<file path="src/rtl/openddr_rd_return.sv">
// Read-return path: pairs PHY read beats with the outstanding AXI read descriptors
// they belong to and replays them on the AXI4 R channel with backpressure.
module openddr_rd_return #(
    parameter int DATA_WIDTH = 64,
    parameter int ID_WIDTH   = 12,
    parameter int CMD_DEPTH  = 8,
    parameter int DATA_DEPTH = 16
) (
    input  logic                         mck,
    input  logic                         mc_rst_b,
    input  logic                         cmd_valid,
    output logic                         cmd_ready,
    input  logic [ID_WIDTH-1:0]          cmd_id,
    input  logic [7:0]                   cmd_len,
    input  logic [DATA_WIDTH-1:0]        dfi_rddata,
    input  logic                         dfi_rddata_valid,
    output logic [ID_WIDTH-1:0]          axi_rid,
    output logic [DATA_WIDTH-1:0]        axi_rdata,
    output logic [1:0]                   axi_rresp,
    output logic                         axi_rlast,
    output logic                         axi_rvalid,
    input  logic                         axi_rready,
    input  logic                         err_clr,
    output logic                         ovf_err,
    output logic                         orphan_err,
    output logic [$clog2(CMD_DEPTH):0]   outstanding
);
    localparam int CAW = $clog2(CMD_DEPTH);
    localparam int DAW = $clog2(DATA_DEPTH);
    localparam logic [CAW:0] CMD_FULL = (CAW+1)'(CMD_DEPTH);
    localparam logic [DAW:0] DAT_FULL = (DAW+1)'(DATA_DEPTH);
    localparam logic [CAW:0] CMD_ONE  = (CAW+1)'(1);
    localparam logic [DAW:0] DAT_ONE  = (DAW+1)'(1);

    typedef struct packed {
        logic [ID_WIDTH-1:0] id;
        logic [7:0]          len;
    } cmd_t;

    cmd_t                  cmd_mem [CMD_DEPTH];
    logic [DATA_WIDTH-1:0] data_mem [DATA_DEPTH];

    logic [CAW:0] cmd_wr, cmd_rd, cmd_cnt;
    logic [DAW:0] dat_wr, dat_rd, dat_cnt;
    logic [7:0]   beat_cnt;
    logic         rst_done;
    logic         cmd_empty, cmd_full, dat_empty, dat_full;
    logic         r_fire, cmd_pop, cmd_push, beat_push, ovf_set, orphan_set;
    cmd_t         head;

    always_comb begin
        cmd_cnt   = cmd_wr - cmd_rd;
        dat_cnt   = dat_wr - dat_rd;
        cmd_empty = (cmd_cnt == '0);
        cmd_full  = (cmd_cnt == CMD_FULL);
        dat_empty = (dat_cnt == '0);
        dat_full  = (dat_cnt == DAT_FULL);
        head      = cmd_mem[cmd_rd[CAW-1:0]];

        // Head fields are gated so the R bus reads as zero whenever nothing is presented.
        axi_rvalid = !cmd_empty && !dat_empty;
        axi_rid    = axi_rvalid ? head.id : '0;
        axi_rdata  = axi_rvalid ? data_mem[dat_rd[DAW-1:0]] : '0;
        axi_rlast  = axi_rvalid && (beat_cnt == head.len);
        axi_rresp  = 2'b00;

        r_fire  = axi_rvalid && axi_rready;
        cmd_pop = r_fire && axi_rlast;
        // A retiring last beat frees a slot in the same cycle, so a full FIFO can still accept.
        cmd_ready = rst_done && (!cmd_full || cmd_pop);
        cmd_push  = cmd_valid && cmd_ready;

        // Beat acceptance uses start-of-cycle occupancy only; orphan takes priority over overflow.
        orphan_set = dfi_rddata_valid && cmd_empty;
        ovf_set    = dfi_rddata_valid && !cmd_empty && dat_full;
        beat_push  = dfi_rddata_valid && !cmd_empty && !dat_full;

        outstanding = cmd_cnt;
    end

    always_ff @(posedge mck or negedge mc_rst_b) begin
        if (!mc_rst_b) begin
            cmd_wr     <= '0;
            cmd_rd     <= '0;
            dat_wr     <= '0;
            dat_rd     <= '0;
            beat_cnt   <= '0;
            rst_done   <= 1'b0;
            ovf_err    <= 1'b0;
            orphan_err <= 1'b0;
        end else begin
            rst_done <= 1'b1;
            if (cmd_push)
                cmd_wr <= cmd_wr + CMD_ONE;
            if (beat_push)
                dat_wr <= dat_wr + DAT_ONE;
            if (r_fire) begin
                dat_rd <= dat_rd + DAT_ONE;
                if (axi_rlast) begin
                    cmd_rd   <= cmd_rd + CMD_ONE;
                    beat_cnt <= '0;
                end else begin
                    beat_cnt <= beat_cnt + 8'd1;
                end
            end
            if (ovf_set)
                ovf_err <= 1'b1;
            else if (err_clr)
                ovf_err <= 1'b0;
            if (orphan_set)
                orphan_err <= 1'b1;
            else if (err_clr)
                orphan_err <= 1'b0;
        end
    end

    always_ff @(posedge mck) begin
        if (cmd_push)
            cmd_mem[cmd_wr[CAW-1:0]] <= '{id: cmd_id, len: cmd_len};
        if (beat_push)
            data_mem[dat_wr[DAW-1:0]] <= dfi_rddata;
    end
endmodule
</file>
<file path="config.mk">
export PLATFORM = sky130hd
export DESIGN_NAME = openddr_rd_return
export DESIGN_NICKNAME = d
export VERILOG_FILES = /design/src/rtl/openddr_rd_return.sv
export SDC_FILE = /design/constraint.sdc
export NUM_CORES = 1
export LEC_CHECK = 0
export BUFFER_PORTS_ARGS = -buffer_cell sky130_fd_sc_hd__buf_2
export CAP_MARGIN = 20
export CORE_MARGIN = 3
export CORE_UTILIZATION = 66
export DETAILED_ROUTE_END_ITERATION = 10
export GPL_TIMING_DRIVEN = 0
export PLACE_DENSITY = 0.85
export REMOVE_ABC_BUFFERS = 1
export SLEW_MARGIN = 20
export SYNTH_ARGS = -nofsm -noshare
export SYNTH_HDL_FRONTEND = slang
export SYNTH_SLANG_ARGS = --single-unit
</file>
<file path="constraint.sdc">
create_clock -name mck -period 17.3 [get_ports mck]
set_input_delay 2.595 -clock mck [delete_from_list [all_inputs] [get_ports mck]]
set_output_delay 2.595 -clock mck [all_outputs]
set_load 0.02 [all_outputs]
</file>
==> impl_metrics.json, run 1 <==
{
  "syn_to_final_growth_pct": 14.60,
  "synthSimpleGateAreaFrac_pct": 1.993,
  "fin_crit_sh_pct": 45.25,
  "hold_viol": 0,
  "p_leak_nw": 17.27,
  "ff_latch_area_sq_um": 36300,
  "drive_above_1_share_pct": 34.71,
  "clk_pin_slew_worst_paths_ns": 0.06,
  "htree_levels": 3,
  "clock-sinks": 1213,
  "grt_pass1_wl_microns": 191300,
  "start_util_pct": 67.32,
  "synth_top_area_share_pct": 76.21,
  "clockBufferDepth": 3,
  "powerDensity_nw_per_um2": 180.1,
  "synth_xor_area_share_pct": 0.5444,
  "via_per_inst": 7.368,
  "synth_top_family_by_area": "multiplexers",
  "grt_max_degree": 54,
  "fin_tns_setup_ns": 0,
  "ir_worst_vdd_mv": 0.1338,
  "cp-start-kind": "flop",
  "row_count": 96,
  "fin_skew_ns": 0.03034,
  "ys.flop_type": "edfxtp_1",
  "setup_viol": 0,
  "clock_latency_ns": 0.69,
  "ff2ff_setup_slack_ns": 11.12,
  "total_power_mw": 9.629,
  "grt_pass1_vias": 25050,
  "antenna_found_initial": 18,
  "drt_iter0_markers": 4232,
  "cts_resized": 0,
  "synth_seq_cells": 1213,
  "grt_setup_unrepaired": "false",
  "netlist_area_sq_um": 46650,
  "dieArea_sq_um": 73920,
  "synth_area_leader_cell": "edfxtp_1",
  "dr.pass1.iters": 5,
  "ctsHoldBuffers": 0,
  "cts_setup_buffers": 0,
  "cts_buffers": 115,
  "die_h_microns": 271.9,
  "fillerInstances": 3008,
  "vias": 24210,
  "cp.required_ns": 14.70,
  "post-route-drc-count": 0,
  "post-dp-hpwl_microns": 62630,
  "fin_nets": 2350,
  "period_needed_ns": 7.829,
  "clockRootBuffer": "clkbuf_16",
  "ys_top_cells_by_area": "edfxtp_1 (76%), mux4_2 (17%), dfrtp_1 (1.6%)",
  "avgSynthCellArea_sq_um": 23.78,
  "synth_compound_area_share_pct": 0.6785,
  "path_max_fanout": 47,
  "hold_path_class": "reg -> reg",
  "endpoint_kind": "output port",
  "cts_tree": "done",
  "synthArstFlopShare_pct": 2.391,
  "wl_microns": 134000,
  "ant_nets": 0,
  "synth_fa_ha_area_share_pct": 0.4452,
  "synth_edf_count": 1184,
  "ys_seq_area_share_pct": 77.76,
  "synth.area.mux_share_pct": 17.52,
  "max_cap_viol_count": 0,
  "place_congestion": 0.7237,
  "synthTopCellsByCount": "edfxtp_1 (1,184), mux4_2 (356), and2_1 (76), clkbuf_1 (56), nand2_1 (43)",
  "arrival_ns": 5.23,
  "slew_headroom_pct": 29.09,
  "worst_slew_pin_slew_ns": 1.062,
  "io_pins": 177,
  "status": "finished clean",
  "finalMaxSlewViolations": 0,
  "die_w_microns": 271.9,
  "fmax_mhz": 127.7,
  "synth.most_common_cell": "edfxtp_1",
  "yosysWarningCount": 0,
  "ys_types": 48,
  "syn_inst": 1962,
  "multiInputGateArea_sq_um": 9992,
  "core_sq_um": 69310,
  "portBuffers": 174,
  "avgRoutedWirePerCell_microns": 40.79,
  "grt_overflow": 0,
  "critical_path_class": "reg -> out",
  "grt_usage_pct": 37.25
}
-- metal layers --
layer	up-vias	share of wire, %	wire length, microns	track usage (%)
met3	435	13	17030	10.63
met1	12530	33	43980	49.29
met4	14	4.4	5922	14.78
met2	2330	50	67010	60.01
met5	-	0.066	89	0
li1	8901	-	-	-
-- stage by stage --
step / std cells / util (%) / hold WS, ns / worst slack, ns / cell area (sq um)
4_1_cts: 3273 / 77.10 / 0.5106 / 9.401 / 53440
3_3_place_gp: 2970 / 69.66 / 0.4746 / -9.686 / 48280
2_1_floorplan: 1865 / - / 0.4607 / 0.6261 / 46240
3_5_place_dp: 3058 / 71.83 / 0.4833 / 10.19 / 49780
5_1_grt: 3281 / 77.13 / 0.5292 / 9.236 / 53460
6_report: 3286 / 77.15 / 0.5028 / 9.471 / 53470
-- flip-flops by register name, summed over array words and instances, names as in the netlist --
signal / count
beat_cnt: 8
cmd_mem: 160
ovf_err: 1
rst_done: 1
cmd_rd: 4
cmd_wr: 4
dat_rd: 5
orphan_err: 1
dat_wr: 5
data_mem: 1024
-- final timing paths --
kind | startpoint | endpoint | depth (start not counted)
setup / recovery | cmd_rd[2]$_DFFE_PN0P_ | cmd_ready | 11
hold / removal | cmd_wr[3]$_DFFE_PN0P_ | cmd_wr[3]$_DFFE_PN0P_ | 1
setup reg to reg | cmd_rd[2]$_DFFE_PN0P_ | cmd_mem[0][10]$_DFFE_PP_ | 13
hold reg to reg | cmd_wr[3]$_DFFE_PN0P_ | cmd_wr[3]$_DFFE_PN0P_ | 1
max in group asynchronous | mc_rst_b | dat_rd[3]$_DFFE_PN0P_ | 1
min in group asynchronous | mc_rst_b | cmd_wr[1]$_DFFE_PN0P_ | 1
-- area by class of cell --
| class | instances | share of cell area [%] |
|---|---|---|
| Antenna cell | 13 | 0.06084 |
| Clock buffer | 142 | 5.651 |
| Clock inverter | 73 | 1.177 |
| Inverter | 19 | 0.1521 |
| Multi-Input combinational cell | 633 | 18.69 |
| Sequential cell | 1213 | 67.89 |
| Tap cell | 931 | 2.179 |
| Timing Repair Buffer | 262 | 4.205 |
-- cell families (layout without fill, tap and decap cells) --
| group | Yosys count | after routing |
|---|---|---|
| compound gates | 46 | 46 |
| xor+xnor | 29 | 29 |
| fa+ha+maj | 16 | 16 |
| buf+inv | 117 | 496 |
| flops | 1213 | 1213 |
| mux | 371 | 371 |
| other cells | 2 | 16 |
| simple gates | 168 | 168 |
-- critical path, stage by stage (launching register included) --
cell	delay [ns]
dfrtp_2	0.82
inv_1	0.51
ha_1	0.46
o21ai_0	0.14
and3_1	0.21
o21ai_0	0.52
a21bo_2	0.46
inv_4	0.39
buf_16	0.30
and3_4	0.35
o21a_1	0.18
buf_2	0.18
-- where the power goes --
part           switching, mW  total (mW)  leakage, nW  internal [mW]
logic                   1.92        3.33         4.47           1.41
registers              0.203        3.76         11.0           3.56
clock network           1.16        2.54         1.76           1.38
-- cells in the final DEF (no fill, tap or decap), types with 6 or more instances in the layout --
| cell | instances |
|---|---|
| nand2_1 | 43 |
| and2_4 | 12 |
| clkbuf_1 | 25 |
| dfrtp_1 | 23 |
| xnor2_1 | 14 |
| diode_2 | 13 |
| xor2_1 | 15 |
| buf_16 | 19 |
| ha_1 | 15 |
| inv_1 | 17 |
| a21oi_1 | 15 |
| nor2_1 | 8 |
| bufinv_16 | 9 |
| clkinv_2 | 17 |
| buf_4 | 33 |
| o21ai_0 | 12 |
| and2_1 | 64 |
| clkinvlp_4 | 6 |
| buf_6 | 13 |
| mux2i_1 | 10 |
| edfxtp_1 | 1184 |
| mux4_2 | 356 |
| clkbuf_16 | 117 |
| buf_2 | 174 |
| clkinv_1 | 35 |
| buf_12 | 23 |
Power figures use the tool's default switching activity.
==> run 2: changes to the inputs <==
Settings changed: ABC_AREA set to 1, CORE_UTILIZATION 66 to 62, PLACE_DENSITY 0.85 to 0.81.
Clock period 17.3 ns to 7.6 ns, I/O delays scaled along.
==> run 2 against run 1 <==
First-iteration DRC count up 1.9%. Synthesized cell count up 83%. Global-route usage down 7.9 points. Non-clock buffer count down 8. Combinational power rose to 2.6 times the previous value. Die area up 9.4%. Flip-flop and latch count unchanged. Final area up 3.1%.
==> impl_metrics.json, run 2 <==
{
  "pwr-share-comb_pct": 37.8,
  "ys_types": 39,
  "clockRootBuffer": "clkbuf_16",
  "fin_nets": 3820,
  "grt_usage_pct": 29.33,
  "grt_overflow": 0,
  "final_cell_mix": "edfxtp_1 (1,184), nand2_1 (924), a21oi_1 (453)",
  "status": "finished clean",
  "post-dp-hpwl_microns": 64380,
  "endpoint_kind": "output port",
  "cts_resized": 0,
  "mostFrequentLayoutCell": "edfxtp_1",
  "critical_path_class": "reg -> out",
  "hold_viol": 0,
  "htree_levels": 3,
  "total_power_mw": 22.94,
  "arrival_ns": 4.63,
  "dieArea_sq_um": 80890,
  "avgRoutedWirePerCell_microns": 24.92,
  "powerDensity_nw_per_um2": 416.0,
  "portBuffers": 174,
  "clock-sinks": 1213,
  "grt_setup_unrepaired": "false",
  "switching_share_pct": 38.57,
  "core_sq_um": 76330,
  "switching_power_mw": 8.848,
  "fin_area_sq_um": 55150,
  "netlist_area_sq_um": 48060,
  "grt_max_degree": 132,
  "clock_latency_ns": 0.71,
  "place_ws_ns": 2.632,
  "largest_reg_flops": 1024,
  "worst_slew_pin_slew_ns": 1.164,
  "ir_worst_vdd_mv": 0.4922,
  "dr.pass1.iters": 6,
  "cp-start-kind": "flop",
  "dpl_cell_area_sq_um": 51360,
  "grt_pass1_vias": 31280,
  "yosysWarningCount": 0,
  "period_needed_ns": 5.768,
  "clk_pin_slew_worst_paths_ns": 0.07,
  "fillerInstances": 4378,
  "finalMaxSlewViolations": 0,
  "final_util_pct": 72.26,
  "synth_seq_cells": 1213,
  "clockBufferDepth": 3,
  "drive_above_1_share_pct": 11.95,
  "synthTopCellsByCount": "edfxtp_1 (1,184), nand2_1 (926), a21oi_1 (453), clkbuf_1 (178), a22oi_1 (128)",
  "grt_pass1_wl_microns": 181900,
  "fin_crit_sh_pct": 75.89,
  "synth.most_common_cell": "edfxtp_1",
  "avgSynthCellArea_sq_um": 13.39,
  "max_cap_viol_count": 0,
  "cts_setup_buffers": 0,
  "wl_microns": 120800,
  "synthArstFlopShare_pct": 2.391,
  "io_pins": 177,
  "syn_inst": 3589,
  "ys_top_cells_by_area": "edfxtp_1 (74%), nand2_1 (7.2%), a21oi_1 (4.7%)",
  "cp.required_ns": 6.46,
  "die_w_microns": 284.4,
  "slew_headroom_pct": 22.09,
  "vias": 31550,
  "path_max_fanout": 33,
  "setup_viol": 0,
  "cts_tree": "done",
  "hold_path_class": "in -> async",
  "power_frac_clock_pct": 24.9,
  "row_count": 101,
  "die_h_microns": 284.4,
  "drt_iter0_markers": 4314,
  "fin_skew_ns": 0.06135,
  "place_congestion": 0.7930,
  "ant_nets": 0,
  "power_frac_seq_pct": 37.3,
  "cts_buffers": 114,
  "synth_area_leader_cell": "edfxtp_1",
  "syn_to_final_growth_pct": 14.76,
  "p_int_mw": 14.09,
  "setup_ws_ns": 1.832,
  "ctsHoldBuffers": 0,
  "post-route-drc-count": 0,
  "ys_seq_area_share_pct": 75.49,
  "fmax_mhz": 173.4,
  "synth_edf_count": 1184,
  "antenna_found_initial": 12,
  "synth_top_area_share_pct": 73.98,
  "ys.flop_type": "edfxtp_1",
  "via_per_inst": 6.510,
  "p_leak_nw": 19.09,
  "start_util_pct": 62.96
}
## run 2: changes by cell type in the layout (fill, tap and decap cells not counted), sizes merged, moves of 76 or more
cell   before  now
mux4      356    0
a22oi       0  128
and2       76    0
a21oi      15  453
nor2       13   95
nand2      43  927
a32o        0   89
## run 2: area by class of cell
| class | instances | area, sq um | area share, % |
|---|---|---|---|
| flip-flops and latches | 1213 | 36300 | 65.81 |
| multi-input cells | 2059 | 10680 | 19.37 |
| clock buffers | 146 | 3024 | 5.483 |
| repair buffers | 254 | 2798 | 5.073 |
| well taps | 1030 | 1289 | 2.337 |
| clock inverters | 62 | 742.0 | 1.345 |
| inverters | 72 | 295.3 | 0.5354 |
| diodes | 10 | 25.02 | 0.04537 |
## run 2: logic make-up after synthesis
| logic type | Yosys count | synth area share [%] |
|---|---|---|
| AND/OR/NAND/NOR | 1118 | 9.138 |
| other | 2 | 0.01563 |
| buffers and inverters | 318 | 2.666 |
| flip-flops | 1213 | 75.49 |
| adder cells (fa/ha/maj) | 16 | 0.4322 |
| XOR/XNOR | 21 | 0.3827 |
| AO/OA/AOI/OAI | 901 | 11.87 |
## run 2: stage by stage
| stage | hold WS (ns) | cells | TNS (ns) |
|---|---|---|---|
| floorplan | 0.4464 | 3344 | -7972.99 |
| global placement | 0.4700 | 4548 | - |
| detailed placement | 0.4849 | 4628 | 0 |
| CTS | 0.4747 | 4836 | 0 |
| global route | 0.5096 | 4840 | 0 |
| finish | 0.4620 | 4846 | 0 |
## run 2: power groups by stage
stage          sequential, mW  combinational (mW)  clock [mW]
6_report                 8.56                8.66        5.72
5_1_grt                  8.60                9.29        6.01
4_1_cts                  8.54                8.58        5.74
3_5_place_dp             8.66                8.39           0
3_3_place_gp             9.20                6.95           0
2_1_floorplan            8.92                5.23           0
## run 2: worst max-delay path: stages, from the launching register on
cell       delay, ns
dfrtp_1         0.59
inv_1           0.88
ha_1            0.43
a21oi_1         0.14
nand2_1         0.07
xor2_1          0.17
nand2_1         0.19
nand2_4         0.19
buf_12          0.25
a2111oi_0       0.67
buf_2           0.30
## run 2: routing by layer
layer	GRT usage (%)	vias up	wire (microns)
li1	-	13610	-
met1	38.62	15320	43310
met2	48.44	2183	59390
met3	6.135	422	13560
met4	11.68	8	4445
met5	0	-	55
## run 2: final timing paths
check                                      startpoint                   endpoint  slack [ns]  depth (start not counted)
worst min register to register  dat_rd[4]$_DFFE_PN0P_      dat_rd[4]$_DFFE_PN0P_        0.49                          1
min in group mck                dat_rd[4]$_DFFE_PN0P_      dat_rd[4]$_DFFE_PN0P_        0.49                          1
worst max register to register  cmd_rd[2]$_DFFE_PN0P_  data_mem[5][59]$_DFFE_PP_        2.66                         13
max in group asynchronous                    mc_rst_b      dat_rd[0]$_DFFE_PN0P_        6.61                          1
worst max-delay path            cmd_rd[2]$_DFFE_PN0P_                axi_rid[11]        1.83                         10
worst min-delay path                         mc_rst_b      cmd_wr[0]$_DFFE_PN0P_        0.46                          1
